**src/rtl/uart_pkg.sv**
```systemverilog
// Shared UART definitions: FSM state encoding and baud-timing derivation.
// The receiver and the transmitter both import this package so the
// bit-period arithmetic is identical on both sides of a link.
package uart_pkg;

  // FSM state encoding (plain constants so legacy code can share it)
  localparam logic [1:0] ST_IDLE  = 2'd0;
  localparam logic [1:0] ST_START = 2'd1;
  localparam logic [1:0] ST_DATA  = 2'd2;
  localparam logic [1:0] ST_STOP  = 2'd3;

  // Clock cycles per bit; integer division truncates (234 at 27 MHz / 115200).
  function automatic int baud_clk(input int clk_freq, input int baud_rate);
    return clk_freq / baud_rate;
  endfunction

  // Cycles from the start-bit edge to the start-bit centre.
  function automatic int half_clk(input int clk_freq, input int baud_rate);
    return baud_clk(clk_freq, baud_rate) / 2;
  endfunction

endpackage

```
**src/rtl/sync_2ff.sv**
```systemverilog
// Two-flop synchronizer for a single asynchronous input bit.
// RST_VAL sets the value both flops take in reset, so the output
// starts at the line's idle level.
module sync_2ff #(
  parameter logic RST_VAL = 1'b1
) (
  input  logic clk,
  input  logic rstn,
  input  logic d,
  output logic q
);

  logic meta;

  // Two back-to-back flops give the first one a full cycle to resolve.
  // NOTE: non-blocking assignments make both flops sample their inputs on the
  // same edge; blocking ones would collapse the chain into a single stage.
  always_ff @(posedge clk or negedge rstn) begin
    if (!rstn) begin
      meta <= RST_VAL;
      q    <= RST_VAL;
    end else begin
      meta <= d;
      q    <= meta;
    end
  end

endmodule

```
**src/rtl/uart_recv.sv**
```systemverilog
// 8N1 UART receiver. A falling edge on the synchronized line starts a
// frame; the start bit is re-checked at its centre to reject glitches,
// then eight data bits (LSB first) and the stop bit are sampled at bit
// centres. The FSM returns to IDLE at mid-stop so a following start bit
// with no idle gap is still caught.
module uart_recv #(
  parameter int CLK_FREQ  = 27_000_000,
  parameter int BAUD_RATE = 115200
) (
  input  logic       clk,
  input  logic       rstn,
  input  logic       uart_rx,
  output logic [7:0] rx_data,
  output logic       rx_done,
  output logic       rx_frame_err,
  output logic       rx_busy
);

  import uart_pkg::*;

  localparam int BAUD_CLK = baud_clk(CLK_FREQ, BAUD_RATE);
  localparam int HALF_CLK = half_clk(CLK_FREQ, BAUD_RATE);
  localparam int CNT_W    = (BAUD_CLK > 1) ? $clog2(BAUD_CLK) : 1;

  localparam logic [CNT_W-1:0] CNT_HALF_LAST = CNT_W'(HALF_CLK - 1);
  localparam logic [CNT_W-1:0] CNT_BIT_LAST  = CNT_W'(BAUD_CLK - 1);

  logic             rx_s;
  logic             rx_prev;
  logic             fall;
  logic [1:0]       state;
  logic [1:0]       state_nxt;
  logic [CNT_W-1:0] cnt;
  logic [2:0]       bit_cnt;
  logic [7:0]       shreg;
  logic             half_hit;
  logic             bit_hit;

  sync_2ff #(
    .RST_VAL (1'b1)
  ) u_sync (
    .clk  (clk),
    .rstn (rstn),
    .d    (uart_rx),
    .q    (rx_s)
  );

  // Previous line level for falling-edge detection; resets to idle-high so
  // reset release on an idle line never looks like a start edge.
  always_ff @(posedge clk or negedge rstn) begin
    if (!rstn) rx_prev <= 1'b1;
    else       rx_prev <= rx_s;
  end

  assign fall     = rx_prev & ~rx_s;
  assign half_hit = (cnt == CNT_HALF_LAST);
  assign bit_hit  = (cnt == CNT_BIT_LAST);
  assign rx_busy  = (state != ST_IDLE);

  // Next-state decode.
  // NOTE: state_nxt is given a default before the case so every path assigns
  // it; without that default an uncovered path would infer a latch.
  always_comb begin
    state_nxt = state;
    case (state)
      ST_IDLE:  if (fall) state_nxt = ST_START;
      ST_START: if (half_hit) state_nxt = rx_s ? ST_IDLE : ST_DATA;
      ST_DATA:  if (bit_hit && (bit_cnt == 3'd7)) state_nxt = ST_STOP;
      ST_STOP:  if (bit_hit) state_nxt = ST_IDLE;
      default:  state_nxt = ST_IDLE;
    endcase
  end

  // State register.
  always_ff @(posedge clk or negedge rstn) begin
    if (!rstn) state <= ST_IDLE;
    else       state <= state_nxt;
  end

  // Baud counter: cleared on every state change, held at zero in IDLE, and
  // wrapped at each data-bit centre so the next sample is one bit later.
  always_ff @(posedge clk or negedge rstn) begin
    if (!rstn) begin
      cnt <= '0;
    end else if ((state_nxt != state) || (state == ST_IDLE) ||
                 ((state == ST_DATA) && bit_hit)) begin
      cnt <= '0;
    end else begin
      cnt <= cnt + 1'b1;
    end
  end

  // Data shift register (LSB arrives first) and bit counter.
  always_ff @(posedge clk or negedge rstn) begin
    if (!rstn) begin
      shreg   <= '0;
      bit_cnt <= '0;
    end else if (state == ST_START) begin
      bit_cnt <= '0;
    end else if ((state == ST_DATA) && bit_hit) begin
      shreg   <= {rx_s, shreg[7:1]};
      bit_cnt <= bit_cnt + 1'b1;
    end
  end

  // Stop-bit check: a high stop bit publishes the byte, a low one flags a
  // framing error and leaves the last good byte in place.
  always_ff @(posedge clk or negedge rstn) begin
    if (!rstn) begin
      rx_data      <= 8'h00;
      rx_done      <= 1'b0;
      rx_frame_err <= 1'b0;
    end else begin
      rx_done      <= 1'b0;
      rx_frame_err <= 1'b0;
      if ((state == ST_STOP) && bit_hit) begin
        if (rx_s) begin
          rx_data <= shreg;
          rx_done <= 1'b1;
        end else begin
          rx_frame_err <= 1'b1;
        end
      end
    end
  end

endmodule

```
**config.mk**
```make
export PLATFORM = sky130hd
export DESIGN_NAME = uart_recv
export DESIGN_NICKNAME = d
export VERILOG_FILES = /design/src/rtl/uart_pkg.sv /design/src/rtl/sync_2ff.sv /design/src/rtl/uart_recv.sv
export SDC_FILE = /design/constraint.sdc
export NUM_CORES = 1
export LEC_CHECK = 0
export CELL_PAD_IN_SITES_DETAIL_PLACEMENT = 1
export CELL_PAD_IN_SITES_GLOBAL_PLACEMENT = 2
export CORE_UTILIZATION = 44
export CTS_BUF_LIST = sky130_fd_sc_hd__clkbuf_8
export CTS_CLUSTER_SIZE = 25
export DETAILED_ROUTE_END_ITERATION = 10
export MAX_ROUTING_LAYER = met4
export PLACE_DENSITY_LB_ADDON = 0.25
export SLEW_MARGIN = 20
export SYNTH_ARGS = -nofsm -noshare
export SYNTH_HDL_FRONTEND = slang
export SYNTH_HIERARCHICAL = 1
export SYNTH_SLANG_ARGS = --single-unit
```
**constraint.sdc**
```tcl
create_clock -name clk -period 4.5 [get_ports clk]
set_clock_uncertainty 0.05 [all_clocks]
set_input_delay 0.9 -clock clk [delete_from_list [all_inputs] [get_ports clk]]
set_output_delay 0.9 -clock clk [all_outputs]
set_load 0.01 [all_outputs]
```
* Word-level counts from Yosys, hierarchy flattened
Cells that the tools add are included. W data, S select, Z words.
Word-level totals: flip-flop bits (word level) 34, bits of input ports 3, output and inout port bits 11, word-level logic and storage cells 45
Cells by class: add/sub/neg operators 2, equality and inequality tests 7, multiplexer cells 13, bitwise logic cells 3, reduce and logical (&&, ||, !) cells 10
Operators by type and width (count):
- $mux W2 | 5
- $add A8 B1 Y8 const B | 1
- $eq A8 B7 Y1 const B | 1
- $eq A8 B8 Y1 const B | 1
- $mux W8 | 1
- $pmux W2 S4 | 1
- $mux W3 | 2
- $eq A2 B2 Y1 const B | 2
- $mux W1 | 4
- $reduce_and A2 Y1 | 2
- $reduce_bool A2 Y1 | 2
- $add A3 B1 Y3 const B | 1
- $eq A3 B3 Y1 const B | 1
- $logic_and A1 B1 Y1 | 3
- $eq A2 B1 Y1 const B | 1
- $logic_not A2 Y1 | 1
- $logic_or A1 B1 Y1 | 2
- $ne A2 B2 Y1 | 1
- $not A1 Y1 | 2
- $and A1 B1 Y1 | 1

* Longest topological paths before layout
Gate-level depths: netlist (run 1).
word-level depth 8, mapped depth 5, depth with buffers taken out 5

* Modules after synthesis
Netlist (run 1), hierarchy kept.
Modules (own cells, without submodules):
- uart_recv | instances 1, cells an instance 114, area an instance 1483.9 µm²
- sync_2ff | instances 1, cells an instance 2, area an instance 52.6 µm²

* Worst setup path before layout (run 1)
No wires, ideal clock.
kind register -> output, start register state[1], end output port rx_busy, arrival time 811 ps, required time 3550 ps, path slack 2739 ps, cell stages (with the launch flop) 4, buffers on the path 1, cell sequence dfrtp_1 -> clkbuf_1 -> inv_1 -> nand2_1
Between the ends: cells in the longest elaborated chain, start to end 1
RTL lines:
- from (decl) | RTL line uart_recv.sv:31 | logic [1:0] state;
- from (signal assigned) | RTL line uart_recv.sv:77 | else state <= state_nxt;
- $reduce_bool A2 Y1 | RTL line uart_recv.sv:58 | assign rx_busy = (state != ST_IDLE);
- to (decl) | RTL line uart_recv.sv:16 | output logic rx_busy
No other way between the ends.

* Worst setup path in the final report (run 1)
Same ends and word-level chain as after synthesis.

==> results.py, run 1 <==
metrics = {
    "place": {
        "hpwl_um": 1910,
        "dpl.cell_count": 173,
        "numPortBuffers": 13,
        "globalplace.congestion": 0.729,
    },
    "logic_synthesis": {
        "yosys.area.top_type": "dfrtp_1",
        "synth.area.top_cells": "dfrtp_1 (50%), mux2_2 (12%), dfstp_2 (5.1%)",
        "avgSynthCellArea_um2": 13.2,
        "synth_area_mm2": 0.00154,
        "synth.distinct_cells": 33,
        "yosys_warnings": 6,
        "postSynthCellCount": 116,
        "syn-num-nets": 124,
        "synth-seq-area-share_pct": 55.6,
        "yosysTopAreaCellShare_pct": 50.5,
        "synth_seq_cells": 34,
    },
    "final_layout": {
        "antenna_cells": 0,
        "layout-drive-gt1-share_pct": 25.2,
        "nets": 142,
        "area_growth_pct": 17.3,
        "fin_cells": 181,
    },
    "worst_setup_path": {
        "critPathKind": "reg -> out",
        "path_cells": "inv_1, nand2_1, clkdlybuf4s50_1",
        "r2r_start": "cnt[1]",
        "worst-endpoint-required_ns": 3.55,
        "crit_family": "buffers and inverters",
        "cp_num_cells": 3,
        "start_kind": "flip-flop",
        "crit_fanout": 9,
        "crit_end": "rx_busy",
        "critPathCaptureType": "output pin",
        "r2r_cells": 5,
        "arrival_ns": 1.62,
        "timing.rr.end": "rx_data[3]",
        "r2r_slack_ns": 2.63,
        "slowest_delay_ns": 0.54,
        "crit_start": "state[1]",
        "crit_buf_inv": 2,
        "cp_slowest_cell": "clkdlybuf4s50_1",
    },
    "cts": {
        "h-tree-depth": 2,
        "clkSinkCount": 34,
        "clockRootBuffer": "clkbuf_8",
        "clockBufferDepth": 2,
        "clk_latency_ns": 0.28,
        "cts_buffers": 5,
        "cts_resized": 0,
        "clk_pin_slew_worst_paths_ns": 0.07,
        "cts_tree": "yes",
        "post-cts-setup-buffers": 0,
        "ctsHoldBuffers": 0,
    },
    "sta": {
        "slew_violations": 0,
        "setup_violations": 0,
        "finalCriticalPeriod_ns": 2.57,
        "rsz0062_at_grt": "false",
        "fmax_mhz": 389,
        "hold_viol": 0,
        "relSlewSlack_pct": 57.0,
        "period_share_pct": 57.1,
        "tns_ns": 0,
        "worst_pin_slew_ns": 0.644,
    },
    "status": {
        "outcome": "completed",
    },
    "floorplan": {
        "core-area_mm2": 0.00334,
        "start_util_pct": 46.0,
        "row_count": 21,
        "die-area_mm2": 0.00373,
        "io_pins": 14,
        "die_h_um": 61.1,
        "die_x_um": 61.1,
    },
    "job": {
        "maxCapViolCount": 0,
    },
    "drt": {
        "dr.pass1.iters": 4,
        "vias": 974,
        "vias_per_cell": 5.38,
        "wirelength_um": 2720,
        "wl_per_cell_um": 15.0,
        "drtAntennaViolNets": 0,
        "first_iter_violations": 49,
        "drcViolationCount": 0,
    },
    "global_route": {
        "grt_max_degree": 35,
        "grt_antenna_before_repair": 0,
        "gr-usage-all-layers_pct": 18.4,
        "grt-ovfl-total": 0,
        "grt_pass1_vias": 954,
        "grt_pass1_wl_um": 4650,
    },
    "min_path": {
        "hp-class": "reg -> reg",
    },
    "pwr": {
        "powerDensity_mw_per_mm2": 404,
        "vdd_drop_max_mv": 0.215,
        "leakage_nw": 0.878,
    },
}
synth_stat cells (all sizes together):
library cell  number
nand3              6
a21oi              4
a21o               1
clkbuf             2
buf                1
a22oi              3
nand4b             1
dfstp              3
xor2               2
a21boi             1
dfrtp             31
nor4               1
mux4               1
nor2b              1
o21ai              4
mux2              16
ha                 5
or3                4
o311ai             1
nor3               3
o31a               1
nand2              4
nand3b             1
xnor2              1
or2                1
nand2b             2
inv                7
o41ai              4
a22o               2
o31ai              1
nand4              1
cell usage in the layout, fill, tap and decap left out, types with 2 or more instances in the layout:
| master | instances |
|---|---|
| nand2b_1 | 2 |
| a21oi_1 | 4 |
| nor3_4 | 2 |
| clkdlybuf4s50_1 | 13 |
| dfrtp_1 | 31 |
| o21ai_0 | 3 |
| or3_1 | 4 |
| nand3_1 | 6 |
| clkinv_2 | 2 |
| nand2_1 | 4 |
| dfstp_2 | 3 |
| xor2_1 | 2 |
| a22o_1 | 2 |
| o41ai_1 | 4 |
| clkbuf_8 | 5 |
| a22oi_1 | 3 |
| inv_1 | 8 |
| mux2_2 | 16 |
| ha_1 | 5 |
layout make-up:
type | instances | area [µm²]
Fill cell | 364 | 1540
Sequential cell | 34 | 855
Multi-Input combinational cell | 72 | 643
Timing Repair Buffer | 14 | 138
Clock buffer | 5 | 68.8
Tap cell | 46 | 57.6
Inverter | 7 | 26.3
Clock inverter | 3 | 13.8
routing by layer:
| layer | wire length, µm | global-route usage [%] |
|---|---|---|
| met5 | 0 | - |
| met3 | 75 | 6.30 |
| met2 | 1350 | 25.6 |
| met1 | 1250 | 24.4 |
| met4 | 45 | 7.79 |
through the flow:
step / power (mW) / utilization [%] / area, µm² / hold WS (ns) / setup slack (ns)
2_1_floorplan: 0.488 / - / 1540 / 0.295 / 2.74
3_3_place_gp: 0.518 / 51.5 / 1720 / 0.296 / 2.30
3_5_place_dp: 0.525 / 51.5 / 1720 / 0.299 / 2.24
4_1_cts: 0.739 / 54.0 / 1800 / 0.303 / 1.93
5_1_grt: 0.775 / 54.0 / 1800 / 0.309 / 1.83
6_report: 0.728 / 54.0 / 1800 / 0.301 / 1.93
worst reg2reg max path, delay by kind of cell, from the launching register on:
| family | cells | cell delay [ns] |
|---|---|---|
| AND/OR/NAND/NOR | 2 | 0.63 |
| buffers and inverters | 1 | 0.09 |
| multiplexers | 1 | 0.39 |
| flip-flops | 1 | 0.41 |
| adder cells (fa/ha/maj) | 1 | 0.19 |
where the power goes:
group          total [mW]  internal, mW  leakage [nW]  switching [mW]
Combinational       0.124        0.0578         0.383          0.0660
Sequential          0.394         0.341         0.447          0.0536
Clock               0.210         0.105        0.0491           0.106
state kept, by name (all words and copies together) (netlist names):
signal and count:
rx_data 8, rx_frame_err 1, u_sync/meta 1, cnt 8, bit_cnt 3, shreg 8, rx_done 1, state 2
u_sync/q 1, rx_prev 1
worst min-delay path by stage:
stage,slack (ns),to,cells past startpoint,from
final,0.30,u_sync/q,0,u_sync/meta
after global routing,0.31,u_sync/q,0,u_sync/meta
after CTS,0.30,u_sync/q,0,u_sync/meta
after detailed placement,0.30,u_sync/q,0,u_sync/meta
after global placement,0.30,u_sync/q,0,u_sync/meta
after floorplan,0.30,u_sync/q,0,u_sync/meta
cells by family (layout without fill, tap and decap cells):
kind of cell | after synthesis | in the layout | share of synthesized area [%]
adders and majority gates | 5 | 5 | 4.07
AOI/OAI and AO/OA | 22 | 22 | 10.6
buffers and inverters | 10 | 29 | 2.52
and+or+nand+nor | 25 | 25 | 12.3
muxes | 17 | 17 | 13.2
DFF | 34 | 34 | 55.6
xor gates and xnor gates | 3 | 3 | 1.71
Power figures use the tool's default switching activity.
==> run 2: changes to the inputs <==
CORE_UTILIZATION = 41   (was 44)
clock period = 2.65 ns   (was 4.5 ns; I/O delays follow)
==> run 2 against run 1 <==
- sequential power up 70%
- critical path depth did not move
- total power up 84%
- cell area is 1.5% higher
- routed wire length increased by 5.7%
- clock-buffer cell count stayed put
- hold slack improved by 0.0046 ns
- critical path type unchanged
- critical endpoint unchanged
- worst setup slack lost 1.5 ns
==> results.py, run 2 (synthesis results as in run 1) <==
metrics = {
    "status": {
        "outcome": "completed",
    },
    "global_route": {
        "grt_pass1_wl_um": 5420,
        "grt_max_degree": 35,
        "grt_pass1_vias": 1055,
        "grt-ovfl-total": 0,
        "gr-usage-all-layers_pct": 18.5,
        "grt_antenna_before_repair": 0,
    },
    "worst_setup_path": {
        "path_cells": "inv_1, nand2_1, clkdlybuf4s50_1",
        "crit_fanout": 9,
        "start_kind": "flip-flop",
        "cp_slowest_cell": "dfrtp_1",
        "critPathKind": "reg -> out",
        "arrival_ns": 1.64,
        "crit_family": "buffers and inverters",
        "crit_buf_inv": 2,
        "critPathCaptureType": "output pin",
        "worst-endpoint-required_ns": 2.07,
        "slowest_delay_ns": 0.53,
    },
    "sta": {
        "relSlewSlack_pct": 57.0,
        "worst_pin_slew_ns": 0.640,
        "slew_violations": 0,
        "rsz0062_at_grt": "false",
        "setup_violations": 0,
        "tns_ns": 0,
        "hold_viol": 0,
        "fmax_mhz": 451,
        "finalCriticalPeriod_ns": 2.22,
        "period_share_pct": 83.6,
    },
    "cts": {
        "clockBufferDepth": 2,
        "clk_latency_ns": 0.29,
        "post-cts-setup-buffers": 0,
        "cts_resized": 0,
        "cts_buffers": 5,
        "ctsHoldBuffers": 0,
        "clkSinkCount": 34,
        "clk_pin_slew_worst_paths_ns": 0.08,
        "h-tree-depth": 2,
        "clockRootBuffer": "clkbuf_8",
        "cts_tree": "yes",
    },
    "floorplan": {
        "die-area_mm2": 0.00400,
        "die_x_um": 63.2,
        "start_util_pct": 44.3,
        "io_pins": 14,
        "core-area_mm2": 0.00347,
        "die_h_um": 63.2,
        "row_count": 21,
    },
    "pwr": {
        "p_clk_share_pct": 34.5,
        "combPwrFrac_pct": 15.5,
        "vdd_drop_max_mv": 0.587,
        "leakage_nw": 0.887,
        "p_sw_uw": 389,
        "powerDensity_mw_per_mm2": 734,
        "seqPwrFrac_pct": 50.0,
        "p_sw_share_pct": 29.0,
        "p_int_uw": 953,
    },
    "final_layout": {
        "fin_cells": 181,
        "multi_input_area_um2": 643,
        "fill_cells": 366,
        "final_cell_mix": "dfrtp_1 (31), mux2_2 (16), clkdlybuf4s50_1 (13), inv_1 (7), nand3_1 (6)",
        "reg_top3": "cnt x8, rx_data x8, shreg x8",
        "nets": 142,
        "seqCellArea_um2": 855,
        "area_growth_pct": 19.0,
        "fin_util_pct": 52.7,
        "layout-drive-gt1-share_pct": 25.9,
        "final_common_cell": "dfrtp_1",
        "antenna_cells": 0,
    },
    "drt": {
        "drtAntennaViolNets": 0,
        "wl_per_cell_um": 15.9,
        "first_iter_violations": 46,
        "vias": 981,
        "wirelength_um": 2870,
        "dr.pass1.iters": 4,
        "drcViolationCount": 0,
        "vias_per_cell": 5.42,
    },
    "place": {
        "hpwl_um": 2020,
        "dpl.cell_count": 173,
        "globalplace.congestion": 0.761,
        "numPortBuffers": 13,
    },
    "job": {
        "maxCapViolCount": 0,
    },
    "min_path": {
        "hp-class": "reg -> reg",
    },
}
[run 2: metal layers]
layer	share of wire [%]	up-vias	global-route usage (%)	wire, µm
met5	0	-	-	0
met4	1.6	0	7.67	47
met3	2.8	4	3.99	81
met2	48	11	27.0	1380
met1	47	505	24.9	1360
li1	-	461	-	-
[run 2: layout make-up]
| class | count | share of cell area, % |
|---|---|---|
| clock inverters | 3 | 2.19 |
| inverters | 7 | 1.44 |
| clock buffers | 5 | 3.76 |
| well taps | 46 | 3.15 |
| flip-flops and latches | 34 | 46.7 |
| multi-input cells | 72 | 35.2 |
| repair buffers | 14 | 7.53 |
[run 2: path summary, 6_finish.rpt]
check | startpoint | to | slack (ns) | depth (start not counted)
setup / recovery | state[1] | rx_busy | 0.43 | 3
hold / removal | u_sync/meta | u_sync/q | 0.31 | 0
setup reg to reg | cnt[1] | rx_data[6] | 0.76 | 5
hold reg to reg | u_sync/meta | u_sync/q | 0.31 | 0
max in group asynchronous | rstn | u_sync/meta | 1.61 | 2
min in group asynchronous | rstn | rx_frame_err | 0.59 | 2
[run 2: worst register-to-register path: stages (launching register included)]
cell	delay, ns
dfrtp_1	0.42
inv_1	0.09
ha_1	0.18
nand3b_4	0.17
nor3_4	0.46
mux2_2	0.40
[run 2: power groups by stage]
stage	logic [mW]	clock network [mW]	registers (mW)
2_1_floorplan	0.190	0	0.639
6_report	0.208	0.463	0.671
5_1_grt	0.248	0.500	0.684
3_3_place_gp	0.203	0	0.675
4_1_cts	0.213	0.478	0.670
3_5_place_dp	0.210	0	0.680
[run 2: metrics by stage]
| stage | hold WS, ns | cell area (µm²) | total power, mW | worst slack [ns] |
|---|---|---|---|---|
| 2_1_floorplan | 0.184 | 1540 | 0.829 | 0.941 |
| 3_3_place_gp | 0.298 | 1720 | 0.878 | 0.789 |
| 3_5_place_dp | 0.301 | 1720 | 0.890 | 0.734 |
| 4_1_cts | 0.304 | 1830 | 1.36 | 0.406 |
| 5_1_grt | 0.313 | 1830 | 1.43 | 0.317 |
| 6_report | 0.305 | 1830 | 1.34 | 0.435 |
